**src/rtl/siso_frame_ctrl_if.sv**
```systemverilog
// Word-side handshake bundle for siso_frame_ctrl.
// Input stream (in_*) and returned-word stream (out_*, mismatch).
interface siso_frame_ctrl_if #(
  parameter int WIDTH = 8
);
  logic             in_valid;
  logic             in_ready;
  logic [WIDTH-1:0] in_data;
  logic             out_valid;
  logic             out_ready;
  logic [WIDTH-1:0] out_data;
  logic             mismatch;

  modport master (
    output in_valid,
    output in_data,
    output out_ready,
    input  in_ready,
    input  out_valid,
    input  out_data,
    input  mismatch
  );

  modport slave (
    input  in_valid,
    input  in_data,
    input  out_ready,
    output in_ready,
    output out_valid,
    output out_data,
    output mismatch
  );
endinterface

```
**src/rtl/siso_frame_ctrl.sv**
```systemverilog
// Loopback sequencer for a free-running SISO chain: serialises a word
// MSB-first, flushes with zeros, captures the echo and compares it.
module siso_frame_ctrl #(
  parameter int WIDTH     = 8,
  parameter int CHAIN_LAT = 8,
  parameter int ERRW      = 8
) (
  input  logic            clk,
  input  logic            rst,
  siso_frame_ctrl_if.slave sif,
  output logic            ser_sin,
  input  logic            ser_sout,
  output logic            busy,
  output logic [ERRW-1:0] err_cnt
);

  localparam int TOT = WIDTH + CHAIN_LAT;
  localparam int CW  = $clog2(TOT);

  localparam logic [CW-1:0] TX_END  = CW'(WIDTH - 1);
  localparam logic [CW-1:0] CAP_BEG = CW'(CHAIN_LAT);
  localparam logic [CW-1:0] LAST    = CW'(TOT - 1);

  typedef enum logic [1:0] {
    IDLE,
    SHIFT,
    FLUSH,
    DONE
  } state_t;

  state_t state, state_nx;

  logic [WIDTH-1:0] tx_sr;
  logic [WIDTH-1:0] rx_sr;
  logic [WIDTH-1:0] sent;
  logic [WIDTH-1:0] out_data_q;
  logic [CW-1:0]    cnt;
  logic             out_valid_q;
  logic             mismatch_q;

  logic             accept;
  logic             in_flight;
  logic             cap;
  logic             cap_end;
  logic             out_hs;
  logic             rx_bad;
  logic [WIDTH-1:0] rx_nx;

  assign in_flight = (state == SHIFT) || (state == FLUSH);
  assign accept    = (state == IDLE) && sif.in_valid;
  assign cap       = in_flight && (cnt >= CAP_BEG);
  assign cap_end   = in_flight && (cnt == LAST);
  assign out_hs    = (state == DONE) && sif.out_ready;
  assign rx_nx     = {rx_sr[WIDTH-2:0], ser_sout};
  assign rx_bad    = (rx_nx != sent);

  always_ff @(posedge clk or posedge rst) begin
    if (rst) begin
      state <= IDLE;
    end else begin
      state <= state_nx;
    end
  end

  always_comb begin
    state_nx = state;
    unique case (state)
      IDLE:  if (sif.in_valid) state_nx = SHIFT;
      SHIFT: if (cnt == TX_END) state_nx = FLUSH;
      FLUSH: if (cnt == LAST) state_nx = DONE;
      DONE:  if (sif.out_ready) state_nx = IDLE;
      default: state_nx = IDLE;
    endcase
  end

  // tx_sr drains to zero by the end of every frame, so ser_sin idles low
  always_ff @(posedge clk or posedge rst) begin
    if (rst) begin
      tx_sr <= '0;
      sent  <= '0;
      cnt   <= '0;
    end else if (accept) begin
      tx_sr <= sif.in_data;
      sent  <= sif.in_data;
      cnt   <= '0;
    end else if (in_flight) begin
      tx_sr <= {tx_sr[WIDTH-2:0], 1'b0};
      cnt   <= cnt + CW'(1);
    end
  end

  always_ff @(posedge clk or posedge rst) begin
    if (rst) begin
      rx_sr <= '0;
    end else if (cap) begin
      rx_sr <= rx_nx;
    end
  end

  always_ff @(posedge clk or posedge rst) begin
    if (rst) begin
      out_data_q  <= '0;
      out_valid_q <= 1'b0;
      mismatch_q  <= 1'b0;
    end else if (cap_end) begin
      out_data_q  <= rx_nx;
      out_valid_q <= 1'b1;
      mismatch_q  <= rx_bad;
    end else if (out_hs) begin
      out_valid_q <= 1'b0;
      mismatch_q  <= 1'b0;
    end
  end

  always_ff @(posedge clk or posedge rst) begin
    if (rst) begin
      err_cnt <= '0;
    end else if (cap_end && rx_bad && (err_cnt != '1)) begin
      err_cnt <= err_cnt + ERRW'(1);
    end
  end

  assign ser_sin       = tx_sr[WIDTH-1];
  assign busy          = (state != IDLE);
  assign sif.in_ready  = (state == IDLE);
  assign sif.out_valid = out_valid_q;
  assign sif.out_data  = out_data_q;
  assign sif.mismatch  = mismatch_q;

endmodule

```
**src/flat_wrapper.sv**
```systemverilog
// flat-port wrapper written by rule: the top's interface ports become plain ports
module siso_frame_ctrl_flat 
#(
  parameter int WIDTH     = 8,
  parameter int CHAIN_LAT = 8,
  parameter int ERRW      = 8
)
  (clk, rst, ser_sin, ser_sout, busy, err_cnt, sif_in_valid, sif_in_data, sif_out_ready, sif_in_ready, sif_out_valid, sif_out_data, sif_mismatch);
  siso_frame_ctrl_if #(.WIDTH(WIDTH)) sif_i ();
  input  logic clk;
  input  logic rst;
  output logic ser_sin;
  input  logic ser_sout;
  output logic busy;
  output logic [ERRW-1:0] err_cnt;
  input wire logic [$bits(sif_i.in_valid)-1:0] sif_in_valid;
  input wire logic [$bits(sif_i.in_data)-1:0] sif_in_data;
  input wire logic [$bits(sif_i.out_ready)-1:0] sif_out_ready;
  output wire logic [$bits(sif_i.in_ready)-1:0] sif_in_ready;
  output wire logic [$bits(sif_i.out_valid)-1:0] sif_out_valid;
  output wire logic [$bits(sif_i.out_data)-1:0] sif_out_data;
  output wire logic [$bits(sif_i.mismatch)-1:0] sif_mismatch;
  assign sif_i.in_valid = sif_in_valid;
  assign sif_i.in_data = sif_in_data;
  assign sif_i.out_ready = sif_out_ready;
  assign sif_in_ready = sif_i.in_ready;
  assign sif_out_valid = sif_i.out_valid;
  assign sif_out_data = sif_i.out_data;
  assign sif_mismatch = sif_i.mismatch;
  siso_frame_ctrl #(.WIDTH(WIDTH), .CHAIN_LAT(CHAIN_LAT), .ERRW(ERRW)) u_core (.clk(clk), .rst(rst), .sif(sif_i), .ser_sin(ser_sin), .ser_sout(ser_sout), .busy(busy), .err_cnt(err_cnt));
endmodule
```
**config.mk**
```make
export PLATFORM = sky130hd
export DESIGN_NAME = siso_frame_ctrl_flat
export DESIGN_NICKNAME = d
export VERILOG_FILES = /design/src/rtl/siso_frame_ctrl_if.sv /design/src/rtl/siso_frame_ctrl.sv /design/src/flat_wrapper.sv
export SDC_FILE = /design/constraint.sdc
export NUM_CORES = 1
export LEC_CHECK = 0
export ABC_AREA = 1
export CORE_AREA = 2 2 75 95
export CTS_CLUSTER_SIZE = 14
export DETAILED_ROUTE_END_ITERATION = 6
export DIE_AREA = 0 0 77 97
export GPL_TIMING_DRIVEN = 0
export MAX_ROUTING_LAYER = met4
export PLACE_DENSITY_LB_ADDON = 0.2
export SLEW_MARGIN = 20
export SYNTH_ARGS = -nofsm -noshare
export SYNTH_HDL_FRONTEND = slang
export SYNTH_SLANG_ARGS = --single-unit
export TNS_END_PERCENT = 1
```
**constraint.sdc**
```tcl
create_clock -name clk -period 3.75 [get_ports clk]
set_input_delay 0.75 -clock clk [delete_from_list [all_inputs] [get_ports clk]]
set_output_delay 0.75 -clock clk [all_outputs]
set_load 0.01 [all_outputs]
```
==> results_dict.tcl <==
set metrics [dict create \
    finalSetupViolCount 0 \
    grt_first_pass_wirelength_mm 7.83 \
    path_cells "inv_1, ha_1, inv_1, clkdlybuf4s50_1" \
    min_path_type "reg -> reg" \
    port_buffers 33 \
    min_period_ns 2.40 \
    critPathMaxStageDelay_ns 0.53 \
    p_per_area_nw_per_um2 645 \
    yosysUniqueCellTypes 25 \
    finalHoldViolCount 0 \
    pwr-share-seq 0.431 \
    cts_resized 0 \
    dieArea_sq_um 7470 \
    avgSynthCellArea_sq_um 8.53 \
    swShare 0.366 \
    p_leak_nw 1.37 \
    outcome "finished clean" \
    rsz0062_at_grt "no" \
    grtUsageTotal 0.134 \
    fp.dieW_um 77 \
    netlist.area_leader.share 0.523 \
    setup_tns_ns 0 \
    p_int_w 0.00115 \
    syn_area_sq_um 2250 \
    nets 326 \
    avgViaCountPerCell 4.51 \
    numCtsBuffers 5 \
    required_ns 3.00 \
    place_ws_ns 1.42 \
    fmax_mhz 417 \
    vias 1769 \
    routed_wirelength_mm 4.58 \
    synth.top_cells.by_count "nand2_1 (90), dfrtp_1 (47), inv_1 (29)" \
    peakVddDrop_v 0.000324 \
    ys.flop_type "dfrtp_1" \
    clock_skew_ns 0.00672 \
    start_kind "flop" \
    critPathKind "reg -> out" \
    coreArea_sq_um 6520 \
    ys_seq_area_frac 0.523 \
    path_clk_slew_ns 0.08 \
    holdBufCountCts 0 \
    drive_gt1_frac 0.0623 \
    cp_common_cell "inv_1" \
    num_rows 33 \
    clock_latency_ns 0.29 \
    dr.pass1.iters 4 \
    setup_ws_ns 1.35 \
    start_util 0.345 \
    path_max_fanout 4 \
    synth_seq_cells 47 \
    die_h_um 97 \
    grt_max_degree 34 \
    antenna_found_initial 0 \
    finalCritPeriodShare 0.639 \
    clk_path_buf_depth 2 \
    postCtsSetupRepairBufs 0 \
    synthCells 264 \
    syn2layout_area_growth_pct 25.0 \
    synth.largest_area_cell "dfrtp_1" \
    holdWs_ns 0.476 \
    ys_top_cells_by_area "dfrtp_1 (52%), nand2_1 (15%), o21ai_0 (5.1%), inv_1 (4.8%), ha_1 (4.4%)" \
    maxCapViolCount 0 \
    p_comb_frac 0.374 \
    wire_per_inst_um 11.7 \
    ios 34 \
    drt-initial-drc-count 41 \
    route.detailed.drc 0 \
    dpl.hpwl_mm 3.54 \
    p_clk_frac 0.195 \
    slew_viol_final 0 \
    ys_warn_count 0 \
    crit_path_top_delay_cell "clkdlybuf4s50_1" \
    tightestPinTransition_ns 0.414 \
    diodes 0 \
    maxSlewHeadroom 0.724 \
    htree_levels 2 \
    overflow 0 \
    synth_edf_count 0 \
    async_reset_ff_frac 1.00 \
    ant_nets 0 \
    grt_pass1_vias 1725 \
    p_sw_w 0.000664 \
    cts_sinks 47 \
    synth_nets 285 \
    worstSetupEndpointType "primary output" \
    cts_tree "done" \
    cts-root-buf "clkbuf_8" \
    gp_congestion 0.794 \
    yosysMostFrequentCell "nand2_1" \
    arrival_ns 1.65 \
]
-- metal layers --
layer  vias up  track usage  wire, um
li1        924            -         -
met1       812        0.158      2020
met2        28        0.230      2370
met3         5       0.0299       139
met4         0       0.0371        52
met5         -            -         0
-- worst max-delay path, delay by kind of cell, from the launching register on --
family                     cells  cell delay (ns)
adders and majority gates      1             0.23
buffers and inverters          3             0.71
DFF                            1             0.41
-- area by class of cell --
| type | instances | area (sq um) |
|---|---|---|
| flip-flops and latches | 47 | 1180 |
| clock inverters | 1 | 30.0 |
| multi-input cells | 182 | 940 |
| well taps | 87 | 109 |
| inverters | 30 | 113 |
| clock buffers | 6 | 72.6 |
| plain buffers | 5 | 22.5 |
| repair buffers | 34 | 350 |
| fillers | 673 | 3710 |
-- metrics by stage --
step           power (W)  cell area, sq um  instances  utilization
2_1_floorplan    0.00125              2250        264            -
3_3_place_gp     0.00146              2690        384        0.412
3_5_place_dp     0.00149              2710        385        0.415
4_1_cts          0.00185              2810        392        0.431
5_1_grt          0.00199              2810        392        0.431
6_report         0.00182              2810        392        0.431
-- power groups by stage --
stage / sequential, W / clock (W) / combinational [W]
floorplan: 0.000779 / 0 / 0.000475
finish: 0.000783 / 0.000354 / 0.000679
CTS: 0.000784 / 0.000370 / 0.000695
global placement: 0.000789 / 0 / 0.000675
global route: 0.000807 / 0.000389 / 0.000797
detailed placement: 0.000794 / 0 / 0.000693
-- final timing paths --
kind                       slack, ns                                from                                 end  depth (start not counted)
hold / removal                  0.48  u_core.sif.out_data[7]$_DFFE_PP0P_  u_core.sif.out_data[7]$_DFFE_PP0P_                          2
hold reg to reg                 0.48  u_core.sif.out_data[7]$_DFFE_PP0P_  u_core.sif.out_data[7]$_DFFE_PP0P_                          2
setup reg to reg                1.85         u_core.state[0]$_DFFE_PP0P_         u_core.tx_sr[1]$_DFFE_PP0P_                          8
setup / recovery                1.35         u_core.state[0]$_DFFE_PP0P_                                busy                          4
min in group asynchronous       0.75                                 rst       u_core.err_cnt[7]$_DFFE_PP0P_                          2
max in group asynchronous       2.50                                 rst          u_core.sent[4]$_DFFE_PP0P_                          3
-- layout by cell type (no fill, tap or decap), types with 5 or more instances in the layout --
cell type and instances:
nor2_1 12, ha_1 8, clkdlybuf4s50_1 33, nand4_1 8
nand3_1 7, nand2_1 90, o21ai_1 6, o21ai_0 23
dfrtp_1 47, xnor2_1 5, a21oi_1 8, clkbuf_8 5
inv_1 28
-- flip-flops by register name, indices dropped and copies added, names as in the netlist --
signal	cells
u_core.sent	8
u_core.sif.out_valid	1
u_core.sif.mismatch	1
u_core.err_cnt	8
u_core.sif.out_data	8
u_core.cnt	4
u_core.tx_sr	8
u_core.state	2
u_core.rx_sr	7
-- cell families after synthesis --
| family | count (synthesis) | synth area share |
|---|---|---|
| compound gates | 42 | 0.0984 |
| xor+xnor | 7 | 0.0272 |
| fa+ha+maj | 8 | 0.0445 |
| buf+inv | 35 | 0.0600 |
| flops | 47 | 0.523 |
| simple gates | 125 | 0.247 |
Note: power is estimated with default switching activity, not from simulation.
